File: src/rtl/noc_link_fault_collector_if.sv
// rtl/noc_link_fault_collector_if.sv - link error, clear handshake and fault vector bundle
interface noc_link_fault_collector_if #(
    parameter int NODES     = 9,
    parameter int CNT_WIDTH = 4,
    parameter int WIN_WIDTH = 16
);
    localparam int NODE_W = $clog2(NODES);

    logic [NODES-1:0][7:0]  link_err_in;
    logic [NODES-1:0][7:0]  link_mask;
    logic [CNT_WIDTH-1:0]   threshold;
    logic [WIN_WIDTH-1:0]   window_len;
    logic                   clear_valid;
    logic                   clear_all;
    logic [NODE_W-1:0]      clear_node;
    logic                   clear_ready;
    logic [NODES-1:0][7:0]  faults_out;
    logic                   new_fault;

    modport master (
        output link_err_in, link_mask, threshold, window_len,
        output clear_valid, clear_all, clear_node,
        input  clear_ready, faults_out, new_fault
    );

    modport slave (
        input  link_err_in, link_mask, threshold, window_len,
        input  clear_valid, clear_all, clear_node,
        output clear_ready, faults_out, new_fault
    );
endinterface

File: src/rtl/noc_link_fault_collector.sv
// rtl/noc_link_fault_collector.sv - windowed per-link error filter producing sticky per-node fault vectors
module noc_link_fault_collector #(
    parameter int X         = 3,
    parameter int Y         = 3,
    parameter int CNT_WIDTH = 4,
    parameter int WIN_WIDTH = 16
) (
    input  logic                     clk,
    input  logic                     rst_noc,
    noc_link_fault_collector_if.slave bus
);
    localparam int NODES  = X * Y;
    localparam int NODE_W = $clog2(NODES);
    localparam logic [CNT_WIDTH-1:0] CNT_ONE = CNT_WIDTH'(1);
    localparam logic [CNT_WIDTH-1:0] CNT_MAX = '1;
    localparam logic [WIN_WIDTH-1:0] WIN_ONE = WIN_WIDTH'(1);

    logic [NODES-1:0][7:0]                 err_q;
    logic [NODES-1:0][7:0][CNT_WIDTH-1:0]  cnt;
    logic [NODES-1:0][7:0][CNT_WIDTH-1:0]  cnt_next;
    logic [NODES-1:0][7:0]                 faults;
    logic [NODES-1:0][7:0]                 faults_prev;
    logic [NODES-1:0][7:0]                 faults_next;
    logic [WIN_WIDTH-1:0]                  win_cnt;
    logic [WIN_WIDTH-1:0]                  win_cnt_next;
    logic [NODES-1:0]                      clear_sel;
    logic [CNT_WIDTH-1:0]                  thr_eff;
    logic                                  win_end;
    logic                                  clear_acc;
    logic                                  clear_ready_q;
    logic                                  new_fault_q;

    always_comb begin
        thr_eff   = (bus.threshold == '0) ? CNT_ONE : bus.threshold;
        clear_acc = bus.clear_valid & clear_ready_q;
        // A shrunken window (win_cnt already past the end) also closes here.
        win_end   = (bus.window_len != '0) && (win_cnt >= bus.window_len - WIN_ONE);
        win_cnt_next = ((bus.window_len == '0) || win_end) ? '0 : win_cnt + WIN_ONE;

        cnt_next    = cnt;
        faults_next = faults;
        clear_sel   = '0;
        for (int n = 0; n < NODES; n++) begin
            clear_sel[n] = clear_acc & (bus.clear_all | (bus.clear_node == NODE_W'(n)));
            for (int l = 0; l < 8; l++) begin
                if (clear_sel[n]) begin
                    cnt_next[n][l] = err_q[n][l] ? CNT_ONE : '0;
                end else if (faults[n][l]) begin
                    cnt_next[n][l] = cnt[n][l];
                end else if (win_end) begin
                    cnt_next[n][l] = err_q[n][l] ? CNT_ONE : '0;
                end else if (err_q[n][l] && (cnt[n][l] != CNT_MAX)) begin
                    cnt_next[n][l] = cnt[n][l] + CNT_ONE;
                end
                // A fresh error reaching threshold beats a simultaneous clear.
                if (clear_sel[n]) begin
                    faults_next[n][l] = (cnt_next[n][l] >= thr_eff);
                end else begin
                    faults_next[n][l] = faults[n][l] | (cnt_next[n][l] >= thr_eff);
                end
            end
        end
    end

    always_ff @(posedge clk) begin
        if (rst_noc) begin
            err_q         <= '0;
            cnt           <= '0;
            faults        <= '0;
            faults_prev   <= '0;
            win_cnt       <= '0;
            clear_ready_q <= 1'b0;
            new_fault_q   <= 1'b0;
        end else begin
            err_q         <= bus.link_err_in & ~bus.link_mask;
            cnt           <= cnt_next;
            faults        <= faults_next;
            faults_prev   <= faults;
            win_cnt       <= win_cnt_next;
            clear_ready_q <= ~clear_acc;
            new_fault_q   <= |(faults & ~faults_prev);
        end
    end

    assign bus.faults_out  = faults;
    assign bus.new_fault   = new_fault_q;
    assign bus.clear_ready = clear_ready_q;

endmodule

File: src/flat_wrapper.sv
// flat-port wrapper written by rule: the top's interface ports become plain ports
module noc_link_fault_collector_flat 
#(
    parameter int X         = 3,
    parameter int Y         = 3,
    parameter int CNT_WIDTH = 4,
    parameter int WIN_WIDTH = 16
)
  (clk, rst_noc, bus_link_err_in, bus_link_mask, bus_threshold, bus_window_len, bus_clear_valid, bus_clear_all, bus_clear_node, bus_clear_ready, bus_faults_out, bus_new_fault);
  noc_link_fault_collector_if #(.NODES((9)), .CNT_WIDTH(CNT_WIDTH), .WIN_WIDTH(WIN_WIDTH)) bus_i ();
  input  logic clk;
  input  logic rst_noc;
  input wire logic [$bits(bus_i.link_err_in)-1:0] bus_link_err_in;
  input wire logic [$bits(bus_i.link_mask)-1:0] bus_link_mask;
  input wire logic [$bits(bus_i.threshold)-1:0] bus_threshold;
  input wire logic [$bits(bus_i.window_len)-1:0] bus_window_len;
  input wire logic [$bits(bus_i.clear_valid)-1:0] bus_clear_valid;
  input wire logic [$bits(bus_i.clear_all)-1:0] bus_clear_all;
  input wire logic [$bits(bus_i.clear_node)-1:0] bus_clear_node;
  output wire logic [$bits(bus_i.clear_ready)-1:0] bus_clear_ready;
  output wire logic [$bits(bus_i.faults_out)-1:0] bus_faults_out;
  output wire logic [$bits(bus_i.new_fault)-1:0] bus_new_fault;
  assign bus_i.link_err_in = bus_link_err_in;
  assign bus_i.link_mask = bus_link_mask;
  assign bus_i.threshold = bus_threshold;
  assign bus_i.window_len = bus_window_len;
  assign bus_i.clear_valid = bus_clear_valid;
  assign bus_i.clear_all = bus_clear_all;
  assign bus_i.clear_node = bus_clear_node;
  assign bus_clear_ready = bus_i.clear_ready;
  assign bus_faults_out = bus_i.faults_out;
  assign bus_new_fault = bus_i.new_fault;
  noc_link_fault_collector #(.X(X), .Y(Y), .CNT_WIDTH(CNT_WIDTH), .WIN_WIDTH(WIN_WIDTH)) u_core (.clk(clk), .rst_noc(rst_noc), .bus(bus_i));
endmodule
File: config.mk
export PLATFORM = sky130hd
export DESIGN_NAME = noc_link_fault_collector_flat
export DESIGN_NICKNAME = d
export VERILOG_FILES = /design/src/rtl/noc_link_fault_collector_if.sv /design/src/rtl/noc_link_fault_collector.sv /design/src/flat_wrapper.sv
export SDC_FILE = /design/constraint.sdc
export NUM_CORES = 1
export LEC_CHECK = 0
export BUFFER_PORTS_ARGS = -buffer_cell sky130_fd_sc_hd__buf_4
export CELL_PAD_IN_SITES_DETAIL_PLACEMENT = 0
export CELL_PAD_IN_SITES_GLOBAL_PLACEMENT = 1
export CORE_UTILIZATION = 45
export DETAILED_ROUTE_END_ITERATION = 10
export PLACE_DENSITY_LB_ADDON = 0.1
export SYNTH_ARGS = -nofsm -noshare
export SYNTH_HDL_FRONTEND = slang
export SYNTH_SLANG_ARGS = --single-unit
File: constraint.sdc
create_clock -name clk -period 13.2 [get_ports clk]
set_input_delay 1.32 -clock clk [delete_from_list [all_inputs] [get_ports clk]]
set_output_delay 1.32 -clock clk [all_outputs]
set_load 0.01 [all_outputs]
==> impl_metrics.tcl <==
set metrics [dict create \
    postCtsSetupRepairBufs 0 \
    finalWorstSetupSlack_ns 6.168 \
    drive_gt1_share_pct 9.015 \
    root_buffer "clkbuf_16" \
    final_cell_mix "a21oi_1, dfxtp_1, nand2_1, ha_1, nor2_1" \
    port_buffers 245 \
    synth_flop_cell "dfxtp_1" \
    grt-ovfl-total 0 \
    worstPathArrival_ns 7.48 \
    hold_class "flop to flop" \
    cts_tree "built" \
    syn_area_mm2 0.03240 \
    syn_avg_cell_area_um2 7.784 \
    cts.path.max_buffers 3 \
    core_mm2 0.07136 \
    yosys_warnings 0 \
    post-place-ws_ns 5.531 \
    syn_inst 4162 \
    maxCapViolations 0 \
    num-nets-final 4841 \
    p_leak_nw 15.25 \
    viasPerCell 5.632 \
    end_kind "flop" \
    postCtsHoldBufs 0 \
    antenna_found_initial 0 \
    cp-start-kind "input pin" \
    finalSetupViolations 0 \
    tns_ns 0 \
    drt_iter0_markers 1743 \
    layout_commonest_cell "a21oi_1" \
    drc 0 \
    status "finished clean" \
    die_h_um 270.3 \
    cts_buffers 66 \
    powerDensity_mw_per_mm2 108.3 \
    ys_seq_elements 522 \
    async_reset_ff_share_pct 0 \
    tightest_slew_ns 1.220 \
    die_w_um 270.3 \
    finalClockSkew_ns 0.02238 \
    timing.fmax_ghz 0.1422 \
    grt_pass1_wl_um 146100 \
    cts_resized 0 \
    hpwlAfterDp_um 59070 \
    clk_pin_slew_ns 0.06 \
    antenna_left 0 \
    synth_cell_types 51 \
    via_count 29780 \
    h-tree-depth 3 \
    p_int_mw 2.940 \
    grt_pass1_vias 27590 \
    start_util_pct 45.40 \
    irDropWorstVdd_mv 0.1054 \
    grt_max_degree 120 \
    wl_um 90940 \
    ff_latch_area_mm2 0.01045 \
    p_sw_mw 1.069 \
    hold_viol 0 \
    cp_max_fo 78 \
    area_delta_synth_final_pct 14.26 \
    synth_nets 4712 \
    path_class "input pin to flop" \
    num_antenna_cells 0 \
    cts.sinks 522 \
    crit_required_ns 13.65 \
    dieArea_mm2 0.07307 \
    ys_seq_area_share_pct 32.26 \
    combPwrFrac_pct 12.0 \
    max_slew_margin_pct 18.63 \
    multiInputGateArea_mm2 0.02077 \
    post-route-min-period_ns 7.032 \
    gp_congestion 0.8163 \
    period_share_pct 53.27 \
    rsz0062_at_grt "false" \
    dr.pass1.iters 6 \
    avgRoutedWirePerCell_um 17.20 \
    swShare_pct 26.67 \
    fill_cells 6977 \
    ios 246 \
    clk_latency_ns 0.61 \
    grtUsageTotal_pct 24.34 \
    sequentialPowerShare_pct 42.4 \
    slew_viol_final 0 \
    num_rows 98 \
    power_frac_clock_pct 45.5 \
    synth_edf_count 0 \
]
==> layout make-up <==
cell class,instances,area share (%)
clock buffer,96,5.378
clock inverter,18,0.4631
inverter,83,0.8619
multi-input combinational,3338,56.12
sequential,522,28.23
tap,950,3.211
timing repair buffer,280,5.733
==> synth_stat cells (all sizes together) (3+ instances only) <==
master | count | area share, %
a22o | 3 | 0.081
nor3b | 73 | 1.7
clkbuf | 181 | 2.1
nor2 | 344 | 4.0
ha | 378 | 15
and2 | 70 | 1.4
nand4 | 51 | 0.98
o21a | 6 | 0.14
a221oi | 15 | 0.41
a21oi | 592 | 9.1
nand2b | 90 | 1.7
xor2 | 32 | 0.87
or3 | 5 | 0.097
a211oi | 63 | 1.5
nor4 | 16 | 0.33
o22ai | 24 | 0.46
o211ai | 29 | 0.67
nand2 | 417 | 4.8
nor2b | 186 | 3.6
a22oi | 63 | 1.5
o21ai | 258 | 4.0
nor3 | 91 | 1.4
and3 | 140 | 2.7
a311oi | 3 | 0.081
dfxtp | 522 | 32
a31oi | 95 | 1.8
a21o | 68 | 1.6
nand3 | 144 | 2.2
xnor2 | 20 | 0.54
buf | 38 | 0.68
mux2i | 8 | 0.25
inv | 83 | 0.96
a211o | 36 | 0.97
==> worst max-delay path: stages <==
cell and delay [ns]:
buf_4 0.11, nor4_1 0.42, and2_1 0.25, nand2_1 0.10
or3_1 0.35, nor3_1 0.19, xnor2_1 0.09, ha_1 0.31
nand4_1 0.15, nor4_1 0.37, a31oi_1 0.20, a21oi_4 0.44
buf_4 0.88, buf_4 0.93, a22oi_1 0.22, and3_1 0.25
ha_1 0.26, nand2b_1 0.14, a21oi_1 0.15, nor2b_1 0.06
o21ai_0 0.17, a21oi_1 0.09
==> path summary, 6_finish.rpt <==
path	startpoint	end	slack, ns	cells past startpoint
max	bus_window_len[5]	u_core.bus.faults_out[12]	6.17	22
min	u_core.win_cnt[0]	u_core.win_cnt[0]	0.49	1
max reg2reg	u_core.win_cnt[13]	u_core.bus.faults_out[12]	8.05	15
min reg2reg	u_core.win_cnt[0]	u_core.win_cnt[0]	0.49	1
==> cell families (layout without fill, tap and decap cells) <==
logic type / after synthesis / in the layout / share of synthesized area, %
mux: 8 / 8 / 0.2472
simple gates: 1634 / 1634 / 25.12
buf+inv: 302 / 477 / 3.735
fa+ha+maj: 378 / 378 / 14.60
compound gates: 1266 / 1266 / 22.64
flops: 522 / 522 / 32.26
xor+xnor: 52 / 52 / 1.406
==> power by group through the flow <==
stage                     Clock, mW  Sequential, mW  Combinational, mW
after global routing           1.94            1.71              0.546
after floorplan                   0            1.70              0.326
after CTS                      1.87            1.70              0.488
after global placement            0            1.74              0.481
final                          1.83            1.70              0.482
after detailed placement          0            1.73              0.485
==> layer usage <==
layer  vias up  track usage, %  share of wire, %
met3       128           3.396               4.0
met2       557           40.11                45
li1      15270               -                 -
met5         -               0                 0
met1     13830           33.02                48
met4         0           6.854               2.3
==> stage by stage <==
stage / util (%) / cells / power (mW) / hold slack (ns) / area (um2)
after floorplan: - / 4162 / 2.025 / 0.4371 / 32400
after detailed placement: 48.84 / 5173 / 2.220 / 0.4779 / 34850
after CTS: 51.87 / 5287 / 4.059 / 0.4875 / 37020
final: 51.87 / 5287 / 4.009 / 0.4897 / 37020
after global placement: 48.84 / 5173 / 2.217 / 0.4706 / 34850
after global routing: 51.87 / 5287 / 4.191 / 0.5024 / 37020
==> state kept, by name, indices dropped and copies added, names as in the netlist <==
| name | flops |
|---|---|
| u_core.win_cnt | 16 |
| u_core.bus.faults_out | 72 |
| u_core.cnt | 288 |
| u_core.bus.new_fault | 1 |
| u_core.faults_prev | 72 |
| u_core.err_q | 72 |
| u_core.bus.clear_ready | 1 |
No activity file was read; power rests on OpenSTA's default activity.
